## src/rtl/axi_sub_arb.sv

```systemverilog
// Per-burst round-robin arbiter sharing one component port between the AXI write
// and read subordinates; the granted beat passes straight through with no added latency.
module axi_sub_arb #(
  parameter int unsigned AW = 32,
  parameter int unsigned DW = 32,
  parameter int unsigned UW = 32,
  parameter int unsigned IW = 1,
  localparam int unsigned BC = DW / 8
) (
  input  logic          clk,
  input  logic          rst_n,
  // write requester
  input  logic          w_dv,
  input  logic [AW-1:0] w_addr,
  input  logic [UW-1:0] w_user,
  input  logic [IW-1:0] w_id,
  input  logic [DW-1:0] w_wdata,
  input  logic [BC-1:0] w_wstrb,
  input  logic          w_last,
  output logic          w_hld,
  output logic          w_err,
  // read requester
  input  logic          r_dv,
  input  logic [AW-1:0] r_addr,
  input  logic [UW-1:0] r_user,
  input  logic [IW-1:0] r_id,
  input  logic          r_last,
  output logic          r_hld,
  output logic          r_err,
  output logic [DW-1:0] r_rdata,
  // component port
  output logic          dv,
  output logic          write,
  output logic [AW-1:0] addr,
  output logic [UW-1:0] user,
  output logic [IW-1:0] id,
  output logic [DW-1:0] wdata,
  output logic [BC-1:0] wstrb,
  output logic          last,
  input  logic          hld,
  input  logic          err,
  input  logic [DW-1:0] rdata,
  output logic          busy
);

  typedef enum logic [1:0] {
    S_IDLE    = 2'd0,
    S_WR_LOCK = 2'd1,
    S_RD_LOCK = 2'd2
  } state_t;

  state_t r_state;
  logic   r_pri;      // 0: write wins next contention, 1: read wins
  logic   w_gnt_wr;
  logic   w_gnt_rd;
  logic   w_accept;

  // Grant select; nothing is selected while reset is asserted
  always_comb begin
    w_gnt_wr = 1'b0;
    w_gnt_rd = 1'b0;
    if (rst_n) begin
      case (r_state)
        S_IDLE: begin
          if (w_dv && r_dv) begin
            w_gnt_wr = ~r_pri;
            w_gnt_rd = r_pri;
          end else begin
            w_gnt_wr = w_dv;
            w_gnt_rd = r_dv;
          end
        end
        S_WR_LOCK: w_gnt_wr = 1'b1;
        S_RD_LOCK: w_gnt_rd = 1'b1;
        default: begin
          w_gnt_wr = 1'b0;
          w_gnt_rd = 1'b0;
        end
      endcase
    end
  end

  // Component-side mux: the selected requester's beat, zeros otherwise
  always_comb begin
    dv    = 1'b0;
    write = 1'b0;
    addr  = '0;
    user  = '0;
    id    = '0;
    wdata = '0;
    wstrb = '0;
    last  = 1'b0;
    if (w_gnt_wr) begin
      dv    = w_dv;
      write = 1'b1;
      addr  = w_addr;
      user  = w_user;
      id    = w_id;
      wdata = w_wdata;
      wstrb = w_wstrb;
      last  = w_last;
    end else if (w_gnt_rd) begin
      dv    = r_dv;
      addr  = r_addr;
      user  = r_user;
      id    = r_id;
      last  = r_last;
    end
  end

  // Requester-side returns: the loser is always stalled and never sees an error
  always_comb begin
    w_hld = 1'b1;
    w_err = 1'b0;
    r_hld = 1'b1;
    r_err = 1'b0;
    if (w_gnt_wr) begin
      w_hld = hld;
      w_err = err;
    end
    if (w_gnt_rd) begin
      r_hld = hld;
      r_err = err;
    end
  end

  assign r_rdata  = rdata;
  assign w_accept = dv & ~hld;
  assign busy     = (r_state != S_IDLE);

  // Burst lock and round-robin priority; pri flips toward the loser on each accepted last
  always_ff @(posedge clk or negedge rst_n) begin
    if (!rst_n) begin
      r_state <= S_IDLE;
      r_pri   <= 1'b0;
    end else if (w_accept) begin
      if (last) begin
        r_state <= S_IDLE;
        r_pri   <= w_gnt_wr;
      end else if (r_state == S_IDLE) begin
        r_state <= w_gnt_wr ? S_WR_LOCK : S_RD_LOCK;
      end
    end
  end

  a_one_source: assert property (@(posedge clk) disable iff (!rst_n)
    dv |-> (w_gnt_wr ^ w_gnt_rd));

  a_wr_lock_hold: assert property (@(posedge clk) disable iff (!rst_n)
    (r_state == S_WR_LOCK) && !(w_accept && last) |=> (r_state == S_WR_LOCK));

  a_rd_lock_hold: assert property (@(posedge clk) disable iff (!rst_n)
    (r_state == S_RD_LOCK) && !(w_accept && last) |=> (r_state == S_RD_LOCK));

  a_no_x: assert property (@(posedge clk) disable iff (!rst_n)
    !$isunknown({dv, hld, w_hld, r_hld}));

endmodule

```

## config.mk

```make
export PLATFORM = sky130hd
export DESIGN_NAME = axi_sub_arb
export DESIGN_NICKNAME = d
export VERILOG_FILES = /design/src/rtl/axi_sub_arb.sv
export SDC_FILE = /design/constraint.sdc
export NUM_CORES = 1
export LEC_CHECK = 0
export CELL_PAD_IN_SITES_DETAIL_PLACEMENT = 0
export CELL_PAD_IN_SITES_GLOBAL_PLACEMENT = 1
export CORE_AREA = 5 5 131 133
export CTS_BUF_LIST = sky130_fd_sc_hd__clkbuf_4 sky130_fd_sc_hd__clkbuf_8 sky130_fd_sc_hd__clkbuf_16
export DETAILED_ROUTE_END_ITERATION = 12
export DIE_AREA = 0 0 136 138
export PLACE_DENSITY = 0.95
export REMOVE_ABC_BUFFERS = 1
export SYNTH_ARGS = -nofsm -noshare
export SYNTH_HDL_FRONTEND = slang
export SYNTH_SLANG_ARGS = --single-unit
export TNS_END_PERCENT = 20
```

## constraint.sdc

```tcl
create_clock -name clk -period 4.9 [get_ports clk]
set_input_delay 1.47 -clock clk [delete_from_list [all_inputs] [get_ports clk]]
set_output_delay 1.47 -clock clk [all_outputs]
set_load 0.05 [all_outputs]
```

# == After elaboration in Yosys (flattened, before gate mapping) ==
# Index checks and enable logic that the tools add are counted.
# classes
n_reduce_logical,6
mux,26
n_eq_ne,2
n_bitwise,3
# ops
operator,count
2-to-1 mux 32 bit,5
2-to-1 mux 1 bit,15
2-to-1 mux 2 bit,3
2-to-1 mux 4 bit,1
case mux 1 bit (2 select lines),2
AND reduction 2 bit,2
nonzero test 2 bit,2
== test 2 x 1 -> 1 bit (second input constant),1
== test 2 bit (second input constant),1
logical NOT 2 bit,1
NOT 1 bit,2
AND 1 bit,1
logical AND 1 bit,1
# totals
word_cells,39
register_bits,3
in_bits,206
out_inout_bits,141

# == Logic depth before layout (Yosys ltp) ==
# Gate-level depths: netlist of the first run.
# logic_depth
depth_word,8
mapped_depth,6
ltp_nobuf,4

# == Worst setup path after synthesis of the first run ==
# OpenSTA, ideal clock, no wires.
# synth_path
path_type,input port to output port
from,in rst_n
to,out wdata[23]
path_stages,4
setup_slack_ps,369
arrival_time_ps,3061
required_ps,3430
n_path_buf,1
path_cell_list,nand2b_1 -> a311oi_4 -> clkbuf_1 -> and2_1
# synth_between
elab_chain_len,2
# synth_rtl
element,line_no,text
start: declaration,11,"input logic rst_n,"
2-to-1 mux 1 bit,62,if (rst_n) begin
2-to-1 mux 32 bit,93,if (w_gnt_wr) begin
end: declaration,37,"output logic [DW-1:0] wdata,"
# Every way passes these cells.

# == Final worst setup path of the first run ==
# layout_path
from,in rst_n
to,out user[29]
# layout_between
elab_chain_len,3
word_cells_on_any_way,4
cone_classes,mux: 4
# layout_rtl
element,line_no,text
2-to-1 mux 1 bit,62,
2-to-1 mux 32 bit,102,end else if (w_gnt_rd) begin
2-to-1 mux 32 bit (*),93,
end: declaration,35,"output logic [UW-1:0] user,"
# Mark *: on every way between the ends. The rest lies on a longest branch, timed or not.

==> run summary, run 1 <==
Placed cell area: 5260 um2
Cts hold-fix bufs: 0
Largest net degree at the start of global routing: 65
Post-DP HPWL: 10900 um
Core area: 15700 um2
Headroom to the max-slew limit: 0.663
Via count: 2395
Die Ht: 138 um
Hold WS: 0.610 ns
Global-route wire length before repair: 16400 um
Tot Pwr: 2.05 mW
Synth warn: 0
Crit path max-delay family: buffers and inverters
Final Setup Violations: 0
Port-buffer cells: 282
Die X-Extent: 136 um
Slowest CP cell: clkdlybuf4s50_1
DRT Pass-1 Iters: 4
CTS tree: built
Skew-Pair Late Insertion Delay: 0.23 ns
Initial DRC Count: 43
CTS buffer count: 3
Most common cell on crit path: buf_12
Cells after DPL: 632
I/O Pins: 347
Peak VDD IR: 0.151 mV
CP Launch Type: input port
Cell chain of the critical path: clkdlybuf4s50_1, nand2b_1, a311oi_4, buf_12, a22o_1, buf_12
Post-synth top cells: a22o_1, and2_1, buf_4
CTS Sinks: 3
Critical Path Sink Type: output pin
Resized Gates After CTS: 0
Clock buffer depth: 2
Final min period: 4.62 ns
Wire length per cell: 19.0 um
Final cell count without fillers: 636
Outcome: complete, no violations
Via density: 3.77
Syn Inst Count: 179
Library cells used by synthesis: 18
Area of the die: 18800 um2
Grt total ovfl: 0
Worst path depth: 6
H-Tree Depth: 1
Hold Vio Cnt, Final: 0
Crit path DAT: 3.15 ns
WS Path Type: in2out
RSZ-0062 raised after global routing: no
Most Crowded Layer GR: met2
Final ANT Viol Nets: 0
Hold-critical path depth: 2
Area delta synth->final: 290%
Yosys top cell area share: 0.428
Vias in the first global route: 2557
Worst slew pin tran: 0.503 ns
# nets final: 627
Synth Area per Inst: 7.65 um2
Area contributors post-synth: a22o_1, buf_4, and2_1
Maxcap violations: 0
Met2 usage: 0.195
Fraction of layout cells with a size suffix above 1: 0.286
Last weighted congestion value of the routability-driven placer: 0.827
Routed wire length: 12100 um
Leak Pwr: 2.12 nW
Post-synth EDFFs: 0
Post-CTS setup buffer count: 0
Number of fill cells: 1542
Most numerous cell in the Yosys netlist: a22o_1
Antenna Cells: 0
Initial Utilization: 0.0872
Clk root buf: clkbuf_16
Buf/Inv on CP: 3
Hold Crit Class: reg2reg
Max Slew Vio Count: 0
Period utilisation layout: 0.943
Final Instance Area: 5350 um2
GRT Total Usage: 0.118
CP peak stage delay: 0.48 ns
Row count: 46
Clock slew at reported path FFs: 0.03 ns
Max Fclk: 216 MHz
Reg2reg path depth: 5
Ys flop type: dfrtp_1
Post-synth top area cell: a22o_1
Ys async rst share: 1.00
Count of state elements after synthesis: 3
Layout Utilization: 0.340
Pwr Density: 384 nW/um2
Worst path required time: 3.43 ns
DRC Markers: 0
Synthesized area: 1370 um2
Setup Skew: 0.00133 ns
Sequential area share after synthesis: 0.0548
GR Util met1: 0.117
Met3 Use GR: 0.0918
Max FO, Critical Path: 64
Initial antenna violation count: 0
==> routing by layer <==
layer | routed length [um] | share of wire
met5 | 81 | 0.0067
met2 | 5540 | 0.46
met4 | 107 | 0.0089
met3 | 2310 | 0.19
met1 | 4050 | 0.33
==> worst register-to-register path, cell delays in order (launching register included) <==
cell and delay [ns]:
dfrtp_1 0.40, nand2b_1 0.19, a311oi_4 0.38, buf_12 0.29
nand2_1 0.08, o22ai_1 0.12
==> layout make-up <==
cell class	count	area (um2)	area share
Timing Repair Buffer	287	3940	0.737
Multi-Input combinational cell	125	973	0.182
Tap cell	216	270	0.0505
Clock buffer	4	82.6	0.0154
Sequential cell	3	75.1	0.0140
Inverter	1	3.75	0.000702
==> cells in the final DEF (no fill, tap or decap), types with 2 or more instances in the layout <==
cell type	synthesis	routed
clkdlybuf4s50_1	0	174
buf_12	0	108
a22o_1	67	67
and2_1	38	38
nand2b_1	7	7
buf_4	34	5
clkbuf_16	0	3
dfrtp_1	3	3
nor2_1	2	2
a21oi_1	2	2
nand2_1	2	2
==> cells by family (layout without fill, tap and decap cells) <==
logic type / Yosys count / count (layout) / share of synthesized area
buf+inv: 51 / 292 / 0.239
compound gates: 73 / 73 / 0.470
flops: 3 / 3 / 0.0548
simple gates: 52 / 52 / 0.236
==> metrics by stage <==
| stage | worst slack (ns) | setup TNS [ns] |
|---|---|---|
| 2_1_floorplan | -1.40 | -118.96 |
| 3_3_place_gp | 0.300 | 0 |
| 3_5_place_dp | 0.272 | 0 |
| 4_1_cts | 0.271 | 0 |
| 5_1_grt | 0.172 | 0 |
| 6_report | 0.281 | 0 |
==> where the power goes <==
| group | internal, mW | switching [mW] |
|---|---|---|
| clock network | 0.113 | 0.0229 |
| registers | 0.0347 | 0.0139 |
| logic | 0.900 | 0.967 |
| total | 1.05 | 1.00 |
==> path summary, 6_finish.rpt <==
| check | slack, ns | start | to |
|---|---|---|---|
| setup reg to reg | 3.36 | r_state[1]$_DFFE_PN0P_ | r_state[0]$_DFFE_PN0P_ |
| max in group asynchronous | 3.25 | rst_n | r_pri$_DFFE_PN0P_ |
| hold / removal | 0.61 | r_state[1]$_DFFE_PN0P_ | r_state[1]$_DFFE_PN0P_ |
| hold reg to reg | 0.61 | r_state[1]$_DFFE_PN0P_ | r_state[1]$_DFFE_PN0P_ |
| setup / recovery | 0.28 | rst_n | user[29] |
| min in group asynchronous | 1.55 | rst_n | r_state[0]$_DFFE_PN0P_ |
==> sequential cells by signal (all words and copies together), names as in the netlist <==
register and cells:
r_state 2, r_pri 1
No activity file was read; power rests on OpenSTA's default activity.
==> run 2, diff against run 1 <==
CORE_AREA = 5 5 130 132   (was 5 5 131 133)
DIE_AREA = 0 0 135 137   (was 0 0 136 138)
DONT_BUFFER_PORTS = 1   (was not set)
PLACE_DENSITY = 0.42   (was 0.95)
clock period = 5.3 ns   (was 4.9 ns; I/O delays follow)
==> run summary, run 2 (synthesized netlist as in run 1, its figures left out) <==
Outcome: complete, no violations
Max FO, Critical Path: 36
Largest net degree at the start of global routing: 73
Clk root buf: clkbuf_16
Cell chain of the critical path: nand2b_1, a311oi_4, buf_4, a22o_1
Worst slew pin tran: 0.557 ns
Setup WS pre-CTS: 0.723 ns
Antenna Cells: 0
Final Setup Violations: 0
Initial DRC Count: 46
# nets final: 383
Max FFs per register: 2
Met2 wire length: 3790 um
Critical Path Sink Type: output pin
WL met1: 2980 um
Peak VDD IR: 0.125 mV
Cts hold-fix bufs: 0
WS Path Type: in2out
CP Launch Type: input port
Final min period: 4.55 ns
Die X-Extent: 135 um
Initial antenna violation count: 1
Hold-critical path depth: 2
Area delta synth->final: 27.0%
Crit path DAT: 2.96 ns
Core area: 15600 um2
Via density: 3.98
CTS buffer count: 3
Hold Vio Cnt, Final: 0
R2r endpoint: r_state[0]$_DFFE_PN0P_
Reg2reg path depth: 5
Global-route wire length before repair: 9800 um
Pwr Density: 653 nW/um2
Post-CTS setup buffer count: 0
Tot Pwr: 1.14 mW
Clock buffer depth: 2
Hold_sp: r_state[1]$_DFFE_PN0P_
Leak Pwr: 0.727 nW
Skew-Pair Late Insertion Delay: 0.22 ns
Last weighted congestion value of the routability-driven placer: 0.630
Vias in the first global route: 1574
CTS tree: built
Row count: 46
Largest registers: r_state: 2 flops, r_pri: 1 flops
CTS Sinks: 3
H-Tree Depth: 1
Routed wire length: 8310 um
Hold Crit Class: reg2reg
Period utilisation layout: 0.859
Die Ht: 137 um
Setup TNS Final: 0 ns
Resized Gates After CTS: 0
Hold EP: r_state[1]$_DFFE_PN0P_
CP peak stage delay: 0.56 ns
Port-buffer cells: 0
GRT Total Usage: 0.0717
Final worst slack: 0.746 ns
Initial Utilization: 0.0878
Area of the die: 18500 um2
R2R Path Start: r_state[1]$_DFFE_PN0P_
Wire length on met3: 1470 um
Final ANT Viol Nets: 0
Max Fclk: 220 MHz
Max Slew Vio Count: 0
FF-to-FF setup slack: 3.69 ns
Wire length per cell: 21.2 um
RSZ-0062 raised after global routing: no
Uppermost layer routed: met5
Layout Utilization: 0.112
Most frequent cells in the layout: a22o_1, buf_4, and2_1
Fraction of layout cells with a size suffix above 1: 0.284
Worst path required time: 3.71 ns
Grt total ovfl: 0
DRT Pass-1 Iters: 4
Clock slew at reported path FFs: 0.03 ns
DRC Markers: 0
Largest reg by FF count: r_state
Maxcap violations: 0
I/O Pins: 347
Via count: 1562
Number of fill cells: 1780
Headroom to the max-slew limit: 0.630
Post-DP HPWL: 7490 um
Setup Skew: 0.000884 ns
Leading cell type in the layout, fill and taps excluded: a22o_1
Slowest CP cell: a22o_1
run 2: changes by cell type in the layout (fill, tap and decap cells not counted):
cell,change
clkdlybuf4s50_1,-174
buf_12,-107
buf_4,+37
a21boi_0,-1
a21boi_1,+1
run 2: report_power, final:
part / internal [mW] / switching [mW] / total [mW]
logic: 0.211 / 0.756 / 0.967
clock network: 0.104 / 0.0194 / 0.124
registers: 0.0320 / 0.0137 / 0.0457
run 2: area by class of cell:
type	instances	area (um2)	share of cell area
repair buffers	43	335	0.193
inverters	1	3.75	0.00216
well taps	216	270	0.155
clock buffers	4	82.6	0.0474
flip-flops and latches	3	75.1	0.0431
multi-input cells	125	973	0.559
run 2: worst max-delay path by stage:
stage | start | to
after global placement | rst_n | user[21]
after global routing | rst_n | user[21]
after CTS | rst_n | user[21]
after floorplan | rst_n | w_hld
final | rst_n | user[21]
after detailed placement | rst_n | user[21]
run 2: per-layer routing:
metal / global-route usage / vias to the layer above
met5: 0.0194 / -
met2: 0.110 / 215
met1: 0.0835 / 713
met3: 0.0504 / 6
met4: 0.00840 / 4
li1: - / 624
run 2: critical path: cells and delay by family:
family	cells	cell delay [ns]
AO/OA/AOI/OAI	2	0.90
AND/OR/NAND/NOR	1	0.07
buffers and inverters	1	0.39
run 2: through the flow:
| stage | cell area [um2] | instances | hold WS, ns |
|---|---|---|---|
| after floorplan | 1050 | 129 | 0.567 |
| after global placement | 1660 | 388 | 0.618 |
| after detailed placement | 1660 | 388 | 0.609 |
| after CTS | 1740 | 392 | 0.617 |
| after global routing | 1740 | 392 | 0.670 |
| final | 1740 | 392 | 0.613 |
